### config.mk
export PLATFORM = sky130hd
export DESIGN_NAME = multicycle_control
export DESIGN_NICKNAME = d
export VERILOG_FILES = /design/src/rtl/multicycle_control.sv
export SDC_FILE = /design/constraint.sdc
export NUM_CORES = 1
export LEC_CHECK = 0
export ABC_CLOCK_PERIOD_IN_PS = 4400
export CORE_UTILIZATION = 44
export DETAILED_ROUTE_END_ITERATION = 10
export DONT_BUFFER_PORTS = 1
export PLACE_DENSITY_LB_ADDON = 0.05
export SKIP_LAST_GASP = 1
export SYNTH_ARGS = -nofsm -noshare
export SYNTH_HDL_FRONTEND = slang
export SYNTH_SLANG_ARGS = --single-unit
### constraint.sdc
create_clock -name CLK -period 4.4 [get_ports CLK]
set_input_delay 0.44 -clock CLK [delete_from_list [all_inputs] [get_ports CLK]]
set_output_delay 0.44 -clock CLK [all_outputs]
set_load 0.01 [all_outputs]
### src/rtl/multicycle_control.sv
// Moore sequencer for a multicycle datapath: one state per micro-step, strobes decoded from state.
// state     | meaning
// FETCH     | read instruction, PC <- PC + 1
// DECODE    | latch opcode, precompute branch target, dispatch
// MEM_ADDR  | compute load/store address
// MEM_READ  | read data memory
// MEM_WB    | write loaded word to register file
// MEM_WRITE | write data memory
// EXEC_R    | ALU op from funct field
// EXEC_I    | ALU add with immediate
// ALU_WB    | write ALU result to register file
// BRANCH    | compare, conditional PC load
// JUMP      | unconditional PC load from jump target
// HALT      | stopped until reset
module multicycle_control (
    input  logic       CLK,
    input  logic       Reset,
    input  logic [3:0] opcode,
    input  logic       zero,
    output logic       PCWrite,
    output logic       PCWriteCond,
    output logic       IRWrite,
    output logic       MemRead,
    output logic       MemWrite,
    output logic       RegWrite,
    output logic       IorD,
    output logic       MemToReg,
    output logic       ALUSrcA,
    output logic [1:0] ALUSrcB,
    output logic [1:0] ALUOp,
    output logic [1:0] PCSource,
    output logic [3:0] state_out,
    output logic       halted
);

    typedef enum logic [3:0] {
        FETCH     = 4'd0,
        DECODE    = 4'd1,
        MEM_ADDR  = 4'd2,
        MEM_READ  = 4'd3,
        MEM_WB    = 4'd4,
        MEM_WRITE = 4'd5,
        EXEC_R    = 4'd6,
        EXEC_I    = 4'd7,
        ALU_WB    = 4'd8,
        BRANCH    = 4'd9,
        JUMP      = 4'd10,
        HALT      = 4'd15
    } state_t;

    typedef struct packed {
        logic       pc_write;
        logic       ir_write;
        logic       mem_read;
        logic       mem_write;
        logic       reg_write;
        logic       iord;
        logic       mem_to_reg;
        logic       alu_src_a;
        logic [1:0] alu_src_b;
        logic [1:0] alu_op;
        logic [1:0] pc_source;
        logic       halted;
    } ctrl_t;

    state_t     state;
    state_t     state_nxt;
    logic [3:0] opcode_q;
    ctrl_t      ctrl;

    function automatic state_t next_state(input state_t st, input logic [3:0] op,
                                          input logic [3:0] op_q);
        case (st)
            FETCH:     return DECODE;
            DECODE: begin
                case (op)
                    4'b0000:          return EXEC_R;
                    4'b0001:          return EXEC_I;
                    4'b0010, 4'b0011: return MEM_ADDR;
                    4'b0100, 4'b0101: return BRANCH;
                    4'b0110:          return JUMP;
                    4'b1111:          return HALT;
                    default:          return FETCH;
                endcase
            end
            MEM_ADDR:  return (op_q == 4'b0010) ? MEM_READ : MEM_WRITE;
            MEM_READ:  return MEM_WB;
            EXEC_R:    return ALU_WB;
            EXEC_I:    return ALU_WB;
            HALT:      return HALT;
            default:   return FETCH;
        endcase
    endfunction

    // Unlisted encodings decode to all-zero strobes.
    function automatic ctrl_t decode(input state_t st);
        ctrl_t c;
        c = '0;
        case (st)
            FETCH: begin
                c.mem_read  = 1'b1;
                c.ir_write  = 1'b1;
                c.alu_src_b = 2'b01;
                c.pc_write  = 1'b1;
            end
            DECODE:    c.alu_src_b = 2'b10;
            MEM_ADDR: begin
                c.alu_src_a = 1'b1;
                c.alu_src_b = 2'b10;
            end
            MEM_READ: begin
                c.mem_read = 1'b1;
                c.iord     = 1'b1;
            end
            MEM_WB: begin
                c.reg_write  = 1'b1;
                c.mem_to_reg = 1'b1;
            end
            MEM_WRITE: begin
                c.mem_write = 1'b1;
                c.iord      = 1'b1;
            end
            EXEC_R: begin
                c.alu_src_a = 1'b1;
                c.alu_op    = 2'b10;
            end
            EXEC_I: begin
                c.alu_src_a = 1'b1;
                c.alu_src_b = 2'b10;
            end
            ALU_WB:    c.reg_write = 1'b1;
            BRANCH: begin
                c.alu_src_a = 1'b1;
                c.alu_op    = 2'b01;
                c.pc_source = 2'b01;
            end
            JUMP: begin
                c.pc_write  = 1'b1;
                c.pc_source = 2'b10;
            end
            HALT:      c.halted = 1'b1;
            default:   c = '0;
        endcase
        return c;
    endfunction

    assign state_nxt = next_state(state, opcode, opcode_q);

    // Strobes are registered from the next state so they line up with the state register.
    always_ff @(posedge CLK or posedge Reset) begin
        if (Reset) begin
            state    <= FETCH;
            opcode_q <= 4'b0000;
            ctrl     <= decode(FETCH);
        end else begin
            state <= state_nxt;
            ctrl  <= decode(state_nxt);
            if (state == DECODE)
                opcode_q <= opcode;
        end
    end

    // zero is only meaningful while the comparison is on the ALU, so it is not registered.
    assign PCWriteCond = (state == BRANCH) &&
                         (((opcode_q == 4'b0100) && zero) || ((opcode_q == 4'b0101) && !zero));

    assign PCWrite   = ctrl.pc_write;
    assign IRWrite   = ctrl.ir_write;
    assign MemRead   = ctrl.mem_read;
    assign MemWrite  = ctrl.mem_write;
    assign RegWrite  = ctrl.reg_write;
    assign IorD      = ctrl.iord;
    assign MemToReg  = ctrl.mem_to_reg;
    assign ALUSrcA   = ctrl.alu_src_a;
    assign ALUSrcB   = ctrl.alu_src_b;
    assign ALUOp     = ctrl.alu_op;
    assign PCSource  = ctrl.pc_source;
    assign halted    = ctrl.halted;
    assign state_out = state;

endmodule

==> impl_metrics.json, run 1 <==
{
  "p_int_uw": 475,
  "yosysWarnings": 0,
  "cp_top_family": "simple AND/OR/NAND/NOR gates",
  "cp_max_fo": 9,
  "cts-resized-gates": 0,
  "postCtsSetupBuffers": 0,
  "critPathArrivalTime_ns": 1.50,
  "hold_violations": 0,
  "layout-area-overhead-vs-synth_pct": 4.48,
  "post-route-period-util_pct": 44.1,
  "max-vdd-ir-drop_uv": 309,
  "finClkSkew_ns": 0.000997,
  "combPwrFrac_pct": 35.6,
  "end_kind": "output port",
  "final_common_cell": "dfrtp_1",
  "drt_pass1_iterations": 4,
  "grt_max_degree": 23,
  "drtIter0Drc": 14,
  "worstMarginPinSlew_ns": 0.791,
  "hold_buffers": 0,
  "antenna_cells": 0,
  "grtUsageMet3_pct": 4.46,
  "fp.dieW_um": 51.1,
  "fin_nets": 94,
  "cts_tree": "built",
  "antenna_left": 0,
  "p_switching_uw": 294,
  "grtUsageMet1_pct": 22.3,
  "synthCells": 85,
  "status": "completed",
  "setup-violations-final": 0,
  "via_per_inst": 5.29,
  "row_count": 17,
  "gp_congestion": 0.693,
  "met2_usage_pct": 24.8,
  "min-delay-path-class": "primary input to asynchronous set/reset pin",
  "port_buffers": 0,
  "maxCapViolCount": 0,
  "fin_hold_ws_ns": 0.166,
  "clockBufferDepth": 2,
  "synth_nets": 92,
  "clk_pin_slew_ns": 0.11,
  "criticalPathCategory": "flop to output port",
  "fillerInstances": 209,
  "grt-busiest-layer": "met2",
  "drv_slew": 0,
  "r2r_slack_ns": 2.48,
  "synthDistinctLibCells": 37,
  "tns_ns": 0,
  "syn_area_um2": 1060,
  "final_cell_mix": "18 x dfrtp_1, 7 x nor2_1, 6 x nand2_1",
  "die_area_um2": 2610,
  "p_clk_share_pct": 13.8,
  "grt-ovfl-total": 0,
  "rsz0062_at_grt": "no",
  "root_buffer": "clkbuf_4",
  "grt_pass1_wl_mm": 3.20,
  "dpl.hpwl_mm": 1.27,
  "drc_errors": 0,
  "core-area_um2": 2230,
  "placed_area_um2": 1070,
  "fin_area_um2": 1110,
  "fmax_ghz": 0.516,
  "drt-total-wl_mm": 1.72,
  "slowest_stage": "dfrtp_1",
  "max_stage_delay_ns": 0.56,
  "relSlewSlack_pct": 47.2,
  "period_needed_ns": 1.94,
  "synth_area_per_cell_um2": 12.5,
  "grt_pass1_vias": 663,
  "drive_gt1_share_pct": 30.2,
  "path_buf_inv": 0,
  "die_h_um": 51.1,
  "antenna_found_initial": 0,
  "cts_buffers": 3,
  "cp.required_ns": 3.96,
  "cts_num_sinks": 22,
  "initial_utilization_pct": 47.5,
  "cellLeakagePower_uw": 0.000514,
  "power_density_nw_per_um2": 693,
  "pin_count": 27,
  "crit_chain": "and4bb_2 > nand4b_1 > nor2_1",
  "pwr-share-seq_pct": 50.6,
  "htreeDepth": 1,
  "p_sw_share_pct": 38.2,
  "ys_ff_latch": 22,
  "wl_per_cell_um": 15.1,
  "track_usage_pct": 16.9,
  "total_power_uw": 769,
  "seq_area_frac_synth_pct": 52.4,
  "clock_latency_ns": 0.30,
  "start_kind": "flop",
  "vias": 603
}
## power groups by stage
stage	sequential (uW)	combinational, uW	clock [uW]
3_3_place_gp	393	279	0
2_1_floorplan	365	263	0
6_report	389	273	106
5_1_grt	404	309	122
3_5_place_dp	395	278	0
4_1_cts	391	279	114
## worst paths after layout
check / depth (start not counted) / startpoint / end
hold reg to reg: 1 / opcode_q[1]$_DFFE_PP0P_ / opcode_q[1]$_DFFE_PP0P_
setup reg to reg: 5 / state_out[2]$_DFF_PP0_ / ALUSrcA$_DFF_PP0_
max in group asynchronous: 1 / Reset / ALUOp[1]$_DFF_PP0_
setup / recovery: 3 / state_out[2]$_DFF_PP0_ / PCWriteCond
hold / removal: 1 / Reset / MemToReg$_DFF_PP0_
min in group CLK: 1 / opcode[0] / opcode_q[0]$_DFFE_PP0P_
## logic make-up after synthesis
family	count (synthesis)	synth area share, %
AO/OA/AOI/OAI	10	9.91
buffers and inverters	8	4.01
flip-flops	22	52.4
XOR/XNOR	5	4.13
AND/OR/NAND/NOR	35	24.4
multiplexers	5	5.19
## state kept, by name, indices dropped and copies added (netlist names)
name / flops
ALUOp: 1
ALUSrcA: 1
ALUSrcB: 2
IRWrite: 1
IorD: 1
MemRead: 1
MemToReg: 1
MemWrite: 1
PCSource: 2
PCWrite: 1
RegWrite: 1
halted: 1
opcode_q: 4
state_out: 4
## metrics by stage
stage               setup slack [ns]  utilization [%]  instances
global route                    2.32             49.6        114
CTS                             2.42             49.6        114
finish                          2.46             49.6        114
floorplan                       2.69                -         85
global placement                2.47             48.0        110
detailed placement              2.45             48.0        110
## cell usage after synthesis, drive strengths merged
master	instances	area, um2
dfrtp	18	450
nand2	7	28.8
nor2	7	26.3
inv	5	18.8
nand2b	5	38.8
nor3	5	35.0
dfstp	4	105
mux2	4	45.0
xor2	4	35.0
buf	3	23.8
nor4b	3	62.6
a211oi	2	27.5
o21ai	2	10.0
a21boi	1	18.8
a21o	1	7.51
a21oi	1	8.76
a32oi	1	16.3
and2	1	6.26
and3b	1	8.76
and4	1	10.0
and4bb	1	12.5
mux2i	1	10.0
nand3	1	5.00
nand3b	1	7.51
nand4b	1	8.76
nor2b	1	8.76
o21bai	1	7.51
o32ai	1	8.76
xnor2	1	8.76
## final cells by class
type	instances	area [um2]	area share (%)
multi-input combinational	55	463	41.8
inverter	5	18.8	1.69
sequential	22	556	50.1
tap	28	35.0	3.16
clock buffer	4	36.3	3.27
## routing by layer
| layer | share of wire, % | vias up | wire [um] |
|---|---|---|---|
| li1 | - | 298 | - |
| met1 | 46 | 285 | 789 |
| met2 | 47 | 18 | 804 |
| met3 | 6.3 | 2 | 108 |
| met4 | 0.99 | 0 | 17 |
| met5 | 0 | - | 0 |
No activity file was read; power rests on OpenSTA's default activity.
==> inputs of run 2 (changes only) <==
--- a/config.mk
+++ b/config.mk
@@ -5,7 +5,8 @@
 export SDC_FILE = /design/constraint.sdc
 export NUM_CORES = 1
 export LEC_CHECK = 0
-export ABC_CLOCK_PERIOD_IN_PS = 4400
+export ABC_AREA = 1
+export ABC_CLOCK_PERIOD_IN_PS = 1600
 export CORE_UTILIZATION = 44
 export DETAILED_ROUTE_END_ITERATION = 10
 export DONT_BUFFER_PORTS = 1
==> constraint.sdc (replaced) <==
create_clock -name CLK -period 1.6 [get_ports CLK]
set_input_delay 0.16 -clock CLK [delete_from_list [all_inputs] [get_ports CLK]]
set_output_delay 0.16 -clock CLK [all_outputs]
set_load 0.01 [all_outputs]
==> impl_metrics.json, run 2 <==
{
  "die_h_um": 53.3,
  "cp_max_fo": 6,
  "initial_utilization_pct": 46.8,
  "synth_area_per_cell_um2": 8.71,
  "max_stage_delay_ns": 0.46,
  "root_buffer": "clkbuf_4",
  "core-area_um2": 2480,
  "netlist_top_cells_count": "29 x nand2_1, 18 x dfrtp_1, 15 x inv_1",
  "vias": 872,
  "drc_errors": 0,
  "post-route-period-util_pct": 96.1,
  "antenna_found_initial": 0,
  "track_usage_pct": 17.7,
  "cts_num_sinks": 22,
  "final_common_cell": "nand2_1",
  "fillerInstances": 236,
  "slowest_stage": "dfrtp_2",
  "clockBufferDepth": 2,
  "layout-area-overhead-vs-synth_pct": 23.9,
  "critPathArrivalTime_ns": 1.74,
  "drive_gt1_share_pct": 46.4,
  "period_needed_ns": 1.54,
  "hold_violations": 0,
  "total_power_uw": 908,
  "antenna_cells": 0,
  "placedCellCount": 168,
  "grt_pass1_vias": 766,
  "synth_flop_cell": "dfrtp_1",
  "setup-violations-final": 0,
  "synth.area.top_cells": "dfrtp_1 39%, nand2_1 9.4%, dfstp_2 9.1%",
  "die_area_um2": 2840,
  "cts_buffers": 3,
  "synth-edff-count": 0,
  "fmax_ghz": 0.650,
  "placed_area_um2": 1230,
  "maxCapViolCount": 0,
  "pwr-share-seq_pct": 61.3,
  "synth_top_area_cell": "dfrtp_1",
  "grt_pass1_wl_mm": 3.48,
  "drt-total-wl_mm": 2.41,
  "cts_tree": "built",
  "drtIter0Drc": 13,
  "yosysMostFrequentCell": "nand2_1",
  "synthDistinctLibCells": 20,
  "htreeDepth": 1,
  "clk_pin_slew_ns": 0.12,
  "grt_max_degree": 16,
  "criticalPathCategory": "flop to flop",
  "port_buffers": 0,
  "row_count": 18,
  "yosysWarnings": 0,
  "wl_per_cell_um": 13.2,
  "rsz0062_at_grt": "yes",
  "grt-ovfl-total": 0,
  "crit_chain": "inv_2 > nand2_4 > nor2_4 > nand3_2 > nand2_4 > inv_4 > nand2_2 > nor2_2 > nor2_2 > nand2_1",
  "p_clk_share_pct": 33.6,
  "synth.top_cell.area_share_pct": 38.9,
  "p_switching_uw": 194,
  "start_kind": "flop",
  "cellLeakagePower_uw": 0.000698,
  "worstMarginPinSlew_ns": 0.293,
  "syn_area_um2": 1160,
  "r2r_slack_ns": 0.06,
  "final_cell_mix": "23 x nand2_1, 17 x dfrtp_1, 15 x inv_1",
  "end_kind": "flop",
  "finClkSkew_ns": 0.00780,
  "clock_latency_ns": 0.31,
  "fin_nets": 161,
  "fin_area_um2": 1440,
  "pin_count": 27,
  "p_sw_share_pct": 21.3,
  "antenna_left": 0,
  "drt_pass1_iterations": 4,
  "max-vdd-ir-drop_uv": 500,
  "combPwrFrac_pct": 5.1,
  "async_reset_ff_share_pct": 100,
  "power_density_nw_per_um2": 633,
  "finalNonFillerCells": 183,
  "dpl.hpwl_mm": 1.73,
  "min-delay-path-class": "primary input to flop",
  "status": "completed",
  "synthCells": 133,
  "relSlewSlack_pct": 80.5,
  "drv_slew": 0,
  "fp.dieW_um": 53.3,
  "synth_nets": 140,
  "ys_ff_latch": 22,
  "cp.required_ns": 1.80,
  "via_per_inst": 4.77,
  "p_int_uw": 714,
  "seq_area_frac_synth_pct": 47.9,
  "tns_ns": 0,
  "gp_congestion": 0.771
}
==> run 2: changes by cell type after synthesis, sizes merged, moves of 8 or more <==
cell / previous run / this run
nor2: 7 / 24
nand2: 7 / 39
inv: 5 / 23
nand3: 1 / 10
o21ai: 2 / 10
==> run 2: power by group through the flow <==
stage                     Sequential (uW)  Clock [uW]  Combinational, uW
after detailed placement              567           0               36.7
after global routing                  557         339               51.4
after global placement                567           0               36.3
after CTS                             556         314               46.8
final                                 556         305               46.1
after floorplan                       567           0               28.3
==> run 2: layer usage <==
metal	track usage, %	wire length, um	vias up
met5	0	0	-
met4	7.89	37	0
met3	3.74	87	5
met2	26.7	1140	20
met1	23.9	1150	403
li1	-	-	444
==> run 2: critical path: cells and delay by family, from the launching register on <==
| family | cells | cell delay (ns) |
|---|---|---|
| flops | 1 | 0.46 |
| simple gates | 8 | 0.82 |
| buf+inv | 2 | 0.15 |
==> run 2: through the flow <==
step                      hold WS, ns  utilization (%)  worst slack (ns)
after floorplan                 0.146                -             0.249
after global placement        0.00786             49.6            0.0511
after detailed placement      0.00912             49.6            0.0903
after CTS                      0.0920             53.4            0.0494
after global routing            0.104             57.9           -0.0243
final                           0.101             57.9            0.0622
==> run 2: cell families after synthesis <==
logic type,after synthesis,share of synthesized area (%)
and+or+nand+nor,75,37.3
buffers and inverters,25,9.07
xor gates and xnor gates,1,0.756
DFF,22,47.9
AOI/OAI and AO/OA,10,4.97
==> run 2: final timing paths <==
| path | start | end | cells past startpoint |
|---|---|---|---|
| worst max-delay path | state_out[2]$_DFF_PP0_ | ALUSrcA$_DFF_PP0_ | 10 |
| worst min-delay path | opcode[3] | state_out[0]$_DFF_PP0_ | 3 |
| worst max register to register | state_out[2]$_DFF_PP0_ | ALUSrcA$_DFF_PP0_ | 10 |
| worst min register to register | opcode_q[3]$_DFFE_PP0P_ | opcode_q[3]$_DFFE_PP0P_ | 2 |
| max in group asynchronous | Reset | PCWrite$_DFF_PP1_ | 3 |
| min in group asynchronous | Reset | MemWrite$_DFF_PP0_ | 2 |
==> run 2: cell type report <==
| type | instances | area, um2 | area share [%] |
|---|---|---|---|
| tap | 30 | 37.5 | 2.62 |
| timing repair buffer | 18 | 168 | 11.7 |
| sequential | 22 | 557 | 38.8 |
| inverter | 23 | 88.8 | 6.19 |
| multi-input combinational | 86 | 548 | 38.2 |
| clock buffer | 4 | 36.3 | 2.53 |
==> run 2: timing repair <==
| action | 4_1_cts | 5_1_grt |
|---|---|---|
| pin swaps | 0 | 14 |
| hold buffers | 5 | 0 |
| endpoints found under the hold margin | 14 | 0 |
| endpoints found under the setup margin | 1 | 7 |
| setup buffers | 0 | 6 |
| resized for setup | 1 | 18 |
==> inputs of run 3 (changes only) <==
--- a/config.mk
+++ b/config.mk
@@ -5,7 +5,6 @@
 export SDC_FILE = /design/constraint.sdc
 export NUM_CORES = 1
 export LEC_CHECK = 0
-export ABC_AREA = 1
 export ABC_CLOCK_PERIOD_IN_PS = 1600
 export CORE_UTILIZATION = 44
 export DETAILED_ROUTE_END_ITERATION = 10
==> impl_metrics.json, run 3 (synthesized netlist as in run 1, its figures left out) <==
{
  "status": "finished, violations left",
  "violations": "setup timing",
  "core-area_um2": 2230,
  "pin_count": 27,
  "cts_buffers": 3,
  "cp.required_ns": 1.44,
  "wl_per_cell_um": 14.7,
  "fin_nets": 127,
  "relSlewSlack_pct": 74.9,
  "die_area_um2": 2610,
  "clockBufferDepth": 2,
  "drtIter0Drc": 22,
  "hold_end": "state_out[1]$_DFF_PP0_",
  "cp_top_family": "simple AND/OR/NAND/NOR gates",
  "grt-ovfl-total": 0,
  "grt_max_degree": 16,
  "clock_latency_ns": 0.30,
  "fp.dieW_um": 51.1,
  "drt-total-wl_mm": 2.16,
  "cellLeakagePower_uw": 0.000682,
  "hold_path_depth": 3,
  "highest_layer": "met4",
  "initial_utilization_pct": 47.5,
  "crit_start": "state_out[2]$_DFF_PP0_",
  "critPathArrivalTime_ns": 1.51,
  "cts_num_sinks": 22,
  "placed_area_um2": 1230,
  "worstReg2RegEnd": "PCWrite$_DFF_PP1_",
  "grt_pass1_vias": 781,
  "fmax_ghz": 0.598,
  "htreeDepth": 1,
  "antenna_left": 0,
  "post-place-ws_ns": -0.0802,
  "crit_cells": 4,
  "setup-violations-final": 9,
  "drive_gt1_share_pct": 54.6,
  "fin_area_um2": 1440,
  "cp_max_fo": 7,
  "die_h_um": 51.1,
  "via_per_inst": 5.07,
  "wl_met1_mm": 1.03,
  "final_common_cell": "buf_4",
  "clk_pin_slew_ns": 0.12,
  "path_buf_inv": 1,
  "gp_congestion": 0.781,
  "dr_wl_met2_mm": 1.05,
  "drt_pass1_iterations": 3,
  "antenna_found_initial": 0,
  "r2r_slack_ns": -0.07,
  "rsz0062_at_grt": "yes",
  "layout-area-overhead-vs-synth_pct": 35.5,
  "criticalPathCategory": "flop to output port",
  "power_density_nw_per_um2": 1940,
  "drv_slew": 0,
  "worstMarginPinSlew_ns": 0.375,
  "drc_errors": 0,
  "hold_start": "opcode[2]",
  "min-delay-path-class": "primary input to flop",
  "max-vdd-ir-drop_uv": 1170,
  "setup_ws_ns": -0.0733,
  "hold_violations": 0,
  "max_stage_delay_ns": 0.50,
  "dpl.hpwl_mm": 1.59,
  "finClkSkew_ns": 0.00214,
  "row_count": 17,
  "final_cell_mix": "25 x buf_4, 14 x dfrtp_1, 5 x nand2_1, 5 x inv_1, 5 x dlygate4sd3_1",
  "maxCapViolCount": 0,
  "slowest_stage": "dfrtp_2",
  "vias": 745,
  "rr_startpoint": "state_out[3]$_DFF_PP0_",
  "antenna_cells": 0,
  "cts_tree": "built",
  "root_buffer": "clkbuf_4",
  "post-route-period-util_pct": 105,
  "tns_ns": -0.386,
  "start_kind": "flop",
  "grt_pass1_wl_mm": 3.71,
  "period_needed_ns": 1.67,
  "fin_hold_ws_ns": 0.151,
  "r2r_cells": 6,
  "route.met3.wl_um": 68,
  "track_usage_pct": 20.0,
  "end_kind": "output port",
  "total_power_uw": 2790,
  "crit_chain": "buf_6 > and4bb_2 > nand4b_1 > nor2_2",
  "fillerInstances": 181,
  "port_buffers": 0
}
-- run 3: cell count changes in the layout (fill, tap and decap cells not counted), moves of 6 or more --
| cell | before | now |
|---|---|---|
| buf_4 | 10 | 25 |
| inv_1 | 15 | 5 |
| inv_2 | 7 | 0 |
| nand2_1 | 23 | 5 |
| nand2_2 | 10 | 2 |
| nand2_4 | 6 | 0 |
| nand3_2 | 7 | 0 |
| nor2_1 | 10 | 3 |
| o21ai_0 | 6 | 0 |
-- run 3: metal layers --
metal	GRT usage (%)	up-vias
met5	0	-
met4	6.94	0
met3	3.57	2
met2	29.6	16
met1	29.2	369
li1	-	358
-- run 3: worst max path at each step --
stage,end,slack [ns]
2_1_floorplan,PCWrite$_DFF_PP1_,-0.10
3_3_place_gp,PCWrite$_DFF_PP1_,-0.08
3_5_place_dp,ALUSrcA$_DFF_PP0_,-0.08
4_1_cts,PCWriteCond,-0.11
5_1_grt,ALUSrcA$_DFF_PP0_,-0.15
6_report,PCWriteCond,-0.07
-- run 3: final cells by class --
cell class                      instances  area, um2  share of cell area, %
Clock buffer                            3       22.5                   1.57
Clock inverter                          1       30.0                   2.09
Tap cell                               28       35.0                   2.44
Multi-Input combinational cell         55        499                   34.7
Sequential cell                        22        561                   39.0
Inverter                                5       18.8                   1.31
Timing Repair Buffer                   33        272                   18.9
-- run 3: power breakdown --
group	switching (uW)	leakage, uW	internal [uW]	total, uW
registers	228	0.000271	803	1030
clock network	167	0.0000279	253	420
logic	598	0.000383	743	1340
total	992	0.000682	1800	2790
-- run 3: worst min-delay path, stage by stage --
cell	delay, ns
nand3b_1	0.07
a21oi_2	0.09
inv_1	0.09
-- run 3: metrics by stage --
step / cells / util, %
finish: 147 / 64.4
global route: 147 / 64.4
CTS: 145 / 63.2
detailed placement: 131 / 55.1
global placement: 131 / 55.1
floorplan: 85 / -
-- run 3: timing repair --
action | in CTS | in global routing
hold buffers | 5 | 0
pin swaps | 10 | 8
buffers inserted | 5 | 2
endpoints found under the hold margin | 11 | 0
gates resized for setup | 13 | 3
endpoints found under the setup margin | 11 | 12
